## src/rtl/vreg_pkg.sv

```systemverilog
// Shared types and sizes for the vector register write arbiter.
package vreg_pkg;

    localparam int VREG_NUM   = 4;
    localparam int VREG_ELEMS = 16;
    localparam int VREG_BITS  = 256;

    typedef struct packed {
        logic [1:0] rnum;
        logic [3:0] elem;
    } vreg_addr_t;

    typedef enum logic {
        IDLE  = 1'b0,
        BURST = 1'b1
    } arb_state_t;

endpackage

```

## src/rtl/vreg_rr_pick.sv

```systemverilog
// Two-requester round-robin picker: when both request, the pointer picks the winner.
module vreg_rr_pick (
    input  logic [1:0] req,
    input  logic       ptr,
    output logic [1:0] gnt
);

    always_comb begin
        gnt = 2'b00;
        if (req == 2'b11) gnt = ptr ? 2'b10 : 2'b01;
        else              gnt = req;
    end

endmodule

```

## src/rtl/vreg_write_arbiter.sv

```systemverilog
// Shares the vector_regs element and full-register write ports among two burst clients and one full-write client.
// Optional stall watchdog is compiled in with VREG_ARB_TIMEOUT_EN.
module vreg_write_arbiter
    import vreg_pkg::*;
#(
    parameter int WIDTH          = 16,
    parameter int TIMEOUT_CYCLES = 64
) (
    input  logic                  clk,
    input  logic                  rst_n,
    input  logic [1:0]            es_valid,
    output logic [1:0]            es_ready,
    input  logic [1:0][1:0]       es_reg,
    input  logic [1:0][WIDTH-1:0] es_data,
    input  logic [1:0]            es_last,
    input  logic                  fw_valid,
    output logic                  fw_ready,
    input  logic [1:0]            fw_reg,
    input  logic [VREG_BITS-1:0]  fw_data,
    output logic                  we,
    output logic [5:0]            write_addr,
    output logic [WIDTH-1:0]      write_data,
    output logic                  full_we,
    output logic [VREG_BITS-1:0]  full_write_data,
    output logic [1:0]            grant,
    output logic                  burst_done,
    output logic                  timeout_err,
    output arb_state_t            dbg_state
);

    arb_state_t state;
    vreg_addr_t addr_q;
    logic       rr_ptr;
    logic       fw_won_last;
    logic [1:0] reg_q;
    logic [3:0] idx;
    logic [1:0] pick;
    logic       owner;
    logic       fw_take;
    logic       beat;
    logic       burst_end;
    logic       stall_abort;

    vreg_rr_pick u_pick (
        .req (es_valid),
        .ptr (rr_ptr),
        .gnt (pick)
    );

    // Handshake: a transfer happens on a cycle where valid and ready are both 1;
    // ready never waits on the same-cycle transfer and a held valid is not dropped by us.
    assign owner     = grant[1];
    assign fw_take   = (state == IDLE) && fw_valid && (!fw_won_last || es_valid == 2'b00);
    assign fw_ready  = fw_take;
    assign es_ready  = (state == BURST) ? grant : 2'b00;
    assign beat      = (state == BURST) && es_valid[owner];
    assign burst_end = beat && (es_last[owner] || idx == 4'(VREG_ELEMS - 1));
    assign write_addr = addr_q;
    assign dbg_state  = state;

`ifdef VREG_ARB_TIMEOUT_EN
    localparam int CNT_W = $clog2(TIMEOUT_CYCLES + 1);
    logic [CNT_W-1:0] stall_cnt;

    assign stall_abort = (state == BURST) && !es_valid[owner] &&
                         (stall_cnt == CNT_W'(TIMEOUT_CYCLES - 1));

    always_ff @(posedge clk or negedge rst_n) begin
        if (!rst_n) begin
            stall_cnt   <= '0;
            timeout_err <= 1'b0;
        end else begin
            if (state == BURST && !es_valid[owner] && !stall_abort) stall_cnt <= stall_cnt + 1'b1;
            else                                                    stall_cnt <= '0;
            if (stall_abort) timeout_err <= 1'b1;
        end
    end
`else
    assign stall_abort = 1'b0;
    assign timeout_err = 1'b0;
`endif

    always_ff @(posedge clk or negedge rst_n) begin
        if (!rst_n) begin
            state           <= IDLE;
            addr_q          <= '0;
            rr_ptr          <= 1'b0;
            fw_won_last     <= 1'b0;
            reg_q           <= '0;
            idx             <= '0;
            grant           <= '0;
            we              <= 1'b0;
            write_data      <= '0;
            full_we         <= 1'b0;
            full_write_data <= '0;
            burst_done      <= 1'b0;
        end else begin
            we         <= 1'b0;
            full_we    <= 1'b0;
            burst_done <= 1'b0;
            case (state)
                IDLE: begin
                    // fw_won_last makes full writes and element grants take turns under contention.
                    if (fw_take) begin
                        full_we         <= 1'b1;
                        addr_q          <= '{rnum: fw_reg, elem: 4'd0};
                        full_write_data <= fw_data;
                        fw_won_last     <= 1'b1;
                    end else if (|es_valid) begin
                        grant       <= pick;
                        reg_q       <= es_reg[pick[1]];
                        idx         <= '0;
                        fw_won_last <= 1'b0;
                        state       <= BURST;
                    end
                end
                BURST: begin
                    if (beat) begin
                        we         <= 1'b1;
                        addr_q     <= '{rnum: reg_q, elem: idx};
                        write_data <= es_data[owner];
                        if (!burst_end) idx <= idx + 4'd1;
                    end
                    if (burst_end || stall_abort) begin
                        state      <= IDLE;
                        burst_done <= 1'b1;
                        rr_ptr     <= ~owner;
                        grant      <= '0;
                    end
                end
                default: state <= IDLE;
            endcase
        end
    end

endmodule

```

## config.mk

```make
export PLATFORM = sky130hd
export DESIGN_NAME = vreg_write_arbiter
export DESIGN_NICKNAME = d
export VERILOG_FILES = /design/src/rtl/vreg_pkg.sv /design/src/rtl/vreg_rr_pick.sv /design/src/rtl/vreg_write_arbiter.sv
export SDC_FILE = /design/constraint.sdc
export NUM_CORES = 1
export LEC_CHECK = 0
export ABC_AREA = 1
export CAP_MARGIN = 20
export CORE_AREA = 2 2 230 232
export DETAILED_ROUTE_END_ITERATION = 7
export DIE_AREA = 0 0 232 234
export GPL_TIMING_DRIVEN = 0
export PLACE_DENSITY_LB_ADDON = 0.08
export SLEW_MARGIN = 20
export SYNTH_ARGS = -nofsm -noshare
export SYNTH_HDL_FRONTEND = slang
export SYNTH_SLANG_ARGS = --single-unit
```

## constraint.sdc

```tcl
create_clock -name clk -period 1.5 [get_ports clk]
set_input_delay 0.3 -clock clk [delete_from_list [all_inputs] [get_ports clk]]
set_output_delay 0.3 -clock clk [all_outputs]
set_load 0.02 [all_outputs]
```

Word-level counts from Yosys, hierarchy flattened
Index checks and enable logic that the tools add are counted.
{ "word_totals": {"register_bits": 292, "output_inout_bits": 288, "word_cells": 80, "n_memories": 0, "romBits": 0, "input_bits": 301, "ram_bits": 0, "latch_bits": 0} }
{ "classes": {"addsub": 1, "n_eq_ne": 8, "div_mod_pow": 0, "shifts": 0, "n_lt_le_gt_ge": 2, "mux": 35, "bitwise": 3, "multipliers": 0, "reduce_logical": 18} }
{ "ops": {"columns": ["cell", "count"], "rows": [
  ["$mux W16", 2],
  ["$mux W2", 8],
  ["$mux W4", 4],
  ["$mux W1", 15],
  ["$mux W6", 2],
  ["$pmux W6 S2", 1],
  ["$reduce_and A2 Y1", 5],
  ["$pmux W4 S2", 1],
  ["$ne A2 B1 Y1 const B", 3],
  ["$ne A2 B2 Y1 const B", 3],
  ["$reduce_and A3 Y1", 2],
  ["$add A4 B1 Y4 const B", 1],
  ["$eq A4 B4 Y1 const B", 1],
  ["$logic_and A1 B1 Y1", 4],
  ["$lt A1 B2 Y1 const B", 2],
  ["$pmux W2 S2", 1],
  ["$reduce_and A4 Y1", 1],
  ["$not A1 Y1", 3],
  ["$eq A2 B2 Y1 const B", 1],
  ["$logic_not A2 Y1", 1],
  ["$logic_or A1 B1 Y1", 2],
  ["$pmux W1 S2", 1],
  ["$reduce_bool A2 Y1", 1],
  ["$reduce_or A2 Y1", 1],
  ["$logic_not A1 Y1", 1]
]} }

Depth between registers and ports, before layout
{ "logic_depth": {"word_depth": 7, "mapped_depth": 8, "depth_no_buf": 8} }

By module
Synthesis repeated with hierarchy kept, for this count alone.
{ "unflattened": {"cells_unflattened": 1295, "area_unflattened_um2": 11528.6} }
{ "by_module_without_submodules": {"columns": ["module", "cells_each", "n_inst", "area_each_um2", "seq_area_each_um2"], "rows": [
  ["vreg_write_arbiter", 1290, 1, 11507.3, 7307.0],
  ["vreg_rr_pick", 5, 1, 21.3, 0.0]
]} }

Worst setup path after synthesis
OpenSTA, ideal clock, no wires.
{ "synth_timing": {"path_type": "reg-to-output", "start": "reg grant[1]", "end": "out es_ready[1]", "path_slack_ns": 0.088, "n_path_buf": 2, "t_arrival_ns": 1.112, "stages_incl_launch_ff": 5, "cell_sequence": "dfrtp_1 buf_2 buf_2 nand2_1 inv_1"} }
{ "synth_via": {"elab_chain_cells": 1} }
{ "synth_rtl": {"columns": ["item", "line", "source"], "rows": [
  ["start: declaration", "vreg_write_arbiter.sv:25", "output logic [1:0] grant,"],
  ["start signal: assignment", "vreg_write_arbiter.sv:110", "grant <= pick;"],
  ["$mux W2", "vreg_write_arbiter.sv:55", "assign es_ready = (state == BURST) ? grant : 2'b00;"],
  ["end: declaration", "vreg_write_arbiter.sv:12", "output logic [1:0] es_ready,"]
]} }
Every way passes these cells.

Worst setup path in the final report
{ "layout_timing": {"start": "reg state (netlist: dbg_state)", "end": "out fw_ready"} }
{ "layout_via": {"elab_chain_cells": 3} }
{ "layout_rtl": {"columns": ["item", "line", "source"], "rows": [
  ["start: declaration", "vreg_write_arbiter.sv:31", "arb_state_t state;"],
  ["start signal: assignment", "vreg_write_arbiter.sv:85", "state <= IDLE;"],
  ["start signal: assignment", "vreg_write_arbiter.sv:114", "state <= BURST;"],
  ["start signal: assignment", "vreg_write_arbiter.sv:125", "state <= IDLE;"],
  ["$not A1 Y1 (no line)", null, null],
  ["$logic_and A1 B1 Y1 (2 in series)", "vreg_write_arbiter.sv:53", "assign fw_take = (state == IDLE) && fw_valid && (!fw_won_last || es_valid == 2'b00);"],
  ["end: declaration", "vreg_write_arbiter.sv:17", "output logic fw_ready,"]
]} }
Every way passes these cells.

==> flow_results.org <==
** Status
- Status :: finished with violations
- The checks that failed: negative hold slack, negative setup slack.

** Floorplanning
- Die ar. :: roughly 0.054 sq mm
- The die is approximately 230 microns wide.
- Site Rows :: 84
- Top-level port count :: 589
- Die Y :: 234 microns
- The core region is 0.05202 sq mm.
- Starting density of the core :: a little over a fifth

** STA
- Subtracting the final worst setup slack from the clock period gives 1.811 ns.
- Setup violators final :: between 200 and 250
- The worst path uses 120.7% of the clock period.
- At the pin with the least slew margin, the transition time is between 0.5 and 0.6 ns.
- Setup skew after layout :: between 0.015 and 0.02 ns
- Relative slew slack :: approximately 62%
- The number of hold-slack violations in the final timing report is 65.
- On the final layout, the worst hold slack is -0.2938 ns.
- After layout, the worst setup slack is -0.3109 ns.
- Setup TNS after final layout :: -11.60 ns
- Setup repair after global routing could not meet its margin everywhere.
- For this run, the top clock speed supported by timing is approximately 550 MHz.
- The max-slew violation count came to 0.

** GRT
- Initial antenna violation count :: 12
- Via count of the first global-routing pass :: between 10000 and 15000
- Pin count of the biggest net entering global routing :: 86
- After global routing the overflow that remains totals 0.
- The first global-routing pass estimated 71080 microns of wire.
- Global routing consumed, over all layers together, between 15 and 20% of the routing resources.

** Clock network
- Deepest clock path buffer count :: 3
- The H-tree was split into 2 levels.
- Inserted Clock Buffers :: 37
- Sinks on Clock Net :: 292
- The clock reaches the later pin of the worst-skew pair after ~0.54 ns.
- Cell at the root of the clock tree :: sky130_fd_sc_hd__clkbuf_16
- TritonCTS built the clock tree.
- Clock transition time at the flip-flop clock pins of the worst setup and hold paths :: approximately 0.060 ns

** Drt
- DR pass1 iterations :: 4
- Via Count :: 10734
- After detailed routing, the total wire length is roughly 51000 microns.
- After detailed routing, the wire length on met1 is 19210 microns.
- In the routed design, unresolved DRC markers number 0.
- The routed design uses approximately 5300 microns of met3 wire.
- After detailed routing, the average wire length per cell comes to about 19 microns.
- Initial drt markers :: around 460
- Wire segments on met2 add up to ~25000 microns in the final route.
- Remaining number of nets flagged by the antenna check after routing :: 0
- Dividing the detail-routed via count by the number of cells gives about 4.0.
- Uppermost signal routing layer after detailed routing :: met5

** Critical path
- Counting cells, the worst reg-to-reg path comes to 8.
- Classification of the worst setup path :: register to primary output
- Crit path arrival time :: 1.51 ns
- The worst register-to-register path ends at write_data[4]$_DFFE_PN0P_.
- The setup check on the worst reg-to-reg path leaves a slack of -0.19 ns.
- Critical register-to-register path startpoint :: dbg_state$_DFF_PN0_
- Along the worst path, the maximum fanout reaches 3.
- The worst setup path is captured at a primary output.
- Kind of start point of the critical path :: register
- For the worst setup path, the data required time is ~1.2 ns.

** Synth
- Syn Std Cell Area :: 0.01138 sq mm
- Count of distinct cell types in the synthesized netlist :: 23
- During synthesis, Yosys emitted a total of 0 warnings.
- Synthesized instance count :: about 1300
- Sequential cells were found to cover ~64% of the synthesized design area.
- Each instance of the synthesized netlist takes up on average 8.777 sq um.
- Synthesis produced a netlist with a net count of approximately 1600.
- Number of synthesized register bits :: about 300

** Power
- Power spread over the standard cell area amounts to 2153 mW/mm^2.
- Overall power consumption after layout is estimated at about 0.042 W.
- VDD sags by at most 1.008 mV.
- Total leakage power :: slightly above 10 nW

** Finish
- Fill cells in the final layout number between 5000 and 6000.
- Leaving out fill and tap cells, the most frequent cells in the layout are sky130_fd_sc_hd__nand2_1, sky130_fd_sc_hd__clkdlybuf4s50_1, sky130_fd_sc_hd__dfrtp_1, sky130_fd_sc_hd__buf_2, sky130_fd_sc_hd__clkbuf_16.
- Leaving out fill and tap cells, the most frequent cell in the layout is sky130_fd_sc_hd__nand2_1.
- Layout cells sized above 1 :: between 20% and 30%
- For this run, the post-layout net count is 2271.
- Utilization of the core after routing :: 37.23%
- Layout-stage area growth over the synthesis result :: 70.14%

** Placed design
- At the end of routability-driven placement, the weighted congestion stood at between 0.8 and 0.9.
- The wire-length estimate of the detail-placed layout is around 37000 microns.
- Total of buffers placed on input and output ports :: between 500 and 600

** Hold path
- Hold/Removal Path Class :: input pin to async pin

** Flow run
- Number of maximum-capacitance constraint violations :: 0
==> worst max path at each step <==
stage	start	endpoint
finish	dbg_state$_DFF_PN0_	fw_ready
global route	dbg_state$_DFF_PN0_	fw_ready
CTS	dbg_state$_DFF_PN0_	fw_ready
detailed placement	es_valid[1]	fw_ready
global placement	rst_n	full_write_data[212]$_DFFE_PN0P_
floorplan	grant[1]$_DFFE_PN0P_	es_ready[1]
==> synthesized netlist by cell type <==
cell                         n  share of area [%]
sky130_fd_sc_hd__dfrtp_1   292                 64
sky130_fd_sc_hd__buf_2      34                1.5
sky130_fd_sc_hd__buf_6       1              0.099
sky130_fd_sc_hd__inv_2       2              0.066
sky130_fd_sc_hd__nand2_1   824                 27
sky130_fd_sc_hd__nor2_4      1              0.099
sky130_fd_sc_hd__clkbuf_1    1              0.033
sky130_fd_sc_hd__ha_1        1               0.11
sky130_fd_sc_hd__inv_1      14               0.46
sky130_fd_sc_hd__a211oi_1    1              0.066
sky130_fd_sc_hd__buf_4      29                1.9
sky130_fd_sc_hd__xor2_1      1              0.077
sky130_fd_sc_hd__nor2_1     35                1.2
sky130_fd_sc_hd__buf_1       1              0.033
sky130_fd_sc_hd__o21ai_1    13               0.57
sky130_fd_sc_hd__o21ai_0     9               0.40
sky130_fd_sc_hd__nand3_1    16               0.70
sky130_fd_sc_hd__conb_1      1              0.033
sky130_fd_sc_hd__nor3b_1     1              0.066
sky130_fd_sc_hd__nor2_2      1              0.055
sky130_fd_sc_hd__o21a_1     16                1.1
sky130_fd_sc_hd__nand2_2     2               0.11
sky130_fd_sc_hd__a21oi_1     1              0.044
==> metal layers <==
metal	track usage, %	vias up
met3	7.940	73
met2	30.07	393
li1	-	5310
met5	0	-
met4	5.849	12
met1	19.63	4946
==> flip-flops by register name, summed over array words and instances, names as in the netlist, 2 cells and up <==
signal,flops
full_write_data,256
grant,2
idx,4
reg_q,2
write_addr,6
write_data,16
==> critical path, stage by stage, from the launching register on <==
cell	delay [ns]
sky130_fd_sc_hd__dfrtp_1	0.39
sky130_fd_sc_hd__buf_6	0.14
sky130_fd_sc_hd__nor2_4	0.09
sky130_fd_sc_hd__nand2_4	0.07
sky130_fd_sc_hd__inv_4	0.07
sky130_fd_sc_hd__buf_8	0.10
sky130_fd_sc_hd__buf_6	0.11
==> power breakdown <==
part           leakage (nW)  switching (W)  internal [W]
Clock                 0.627        0.00362       0.00550
Sequential             3.62        0.00185        0.0115
Combinational          5.90         0.0118       0.00736
==> layout make-up <==
class	count	area (sq um)	share of cell area (%)
multi-input cells	923	3651	18.85
inverters	16	68.82	0.3553
clock inverters	11	83.83	0.4328
well taps	688	860.8	4.445
diodes	7	17.52	0.09045
clock buffers	56	1160	5.989
plain buffers	65	767.0	3.960
flip-flops and latches	292	7308	37.74
repair buffers	634	5450	28.14
==> metrics by stage <==
| step | instance area (sq um) | setup WS, ns | std cells | hold slack, ns |
|---|---|---|---|---|
| after floorplan | 11380 | 0.08818 | 1297 | 0.004409 |
| after global placement | 18120 | -14.13 | 2572 | 0.4621 |
| after detailed placement | 18210 | -1.018 | 2575 | 0.3020 |
| after CTS | 18430 | -0.3594 | 2652 | -0.2900 |
| after global routing | 19360 | -0.3834 | 2688 | -0.2653 |
| final | 19370 | -0.3109 | 2692 | -0.2938 |
==> timing repair <==
item | 4_1_cts | 5_1_grt
pin swaps | 2 | 2
gates cloned | 1 | 25
hold endpoints to repair | 65 | 65
setup endpoints to repair | 536 | 309
buffers inserted | 9 | 10
gates resized for setup | 1276 | 76
==> logic make-up after synthesis <==
group	synth area share [%]
buf+inv	4.100
compound gates	2.132
xor+xnor	0.07695
simple gates	29.36
other cells	0.03294
flops	64.19
fa+ha+maj	0.1099
(Power assumes the default switching activity.)
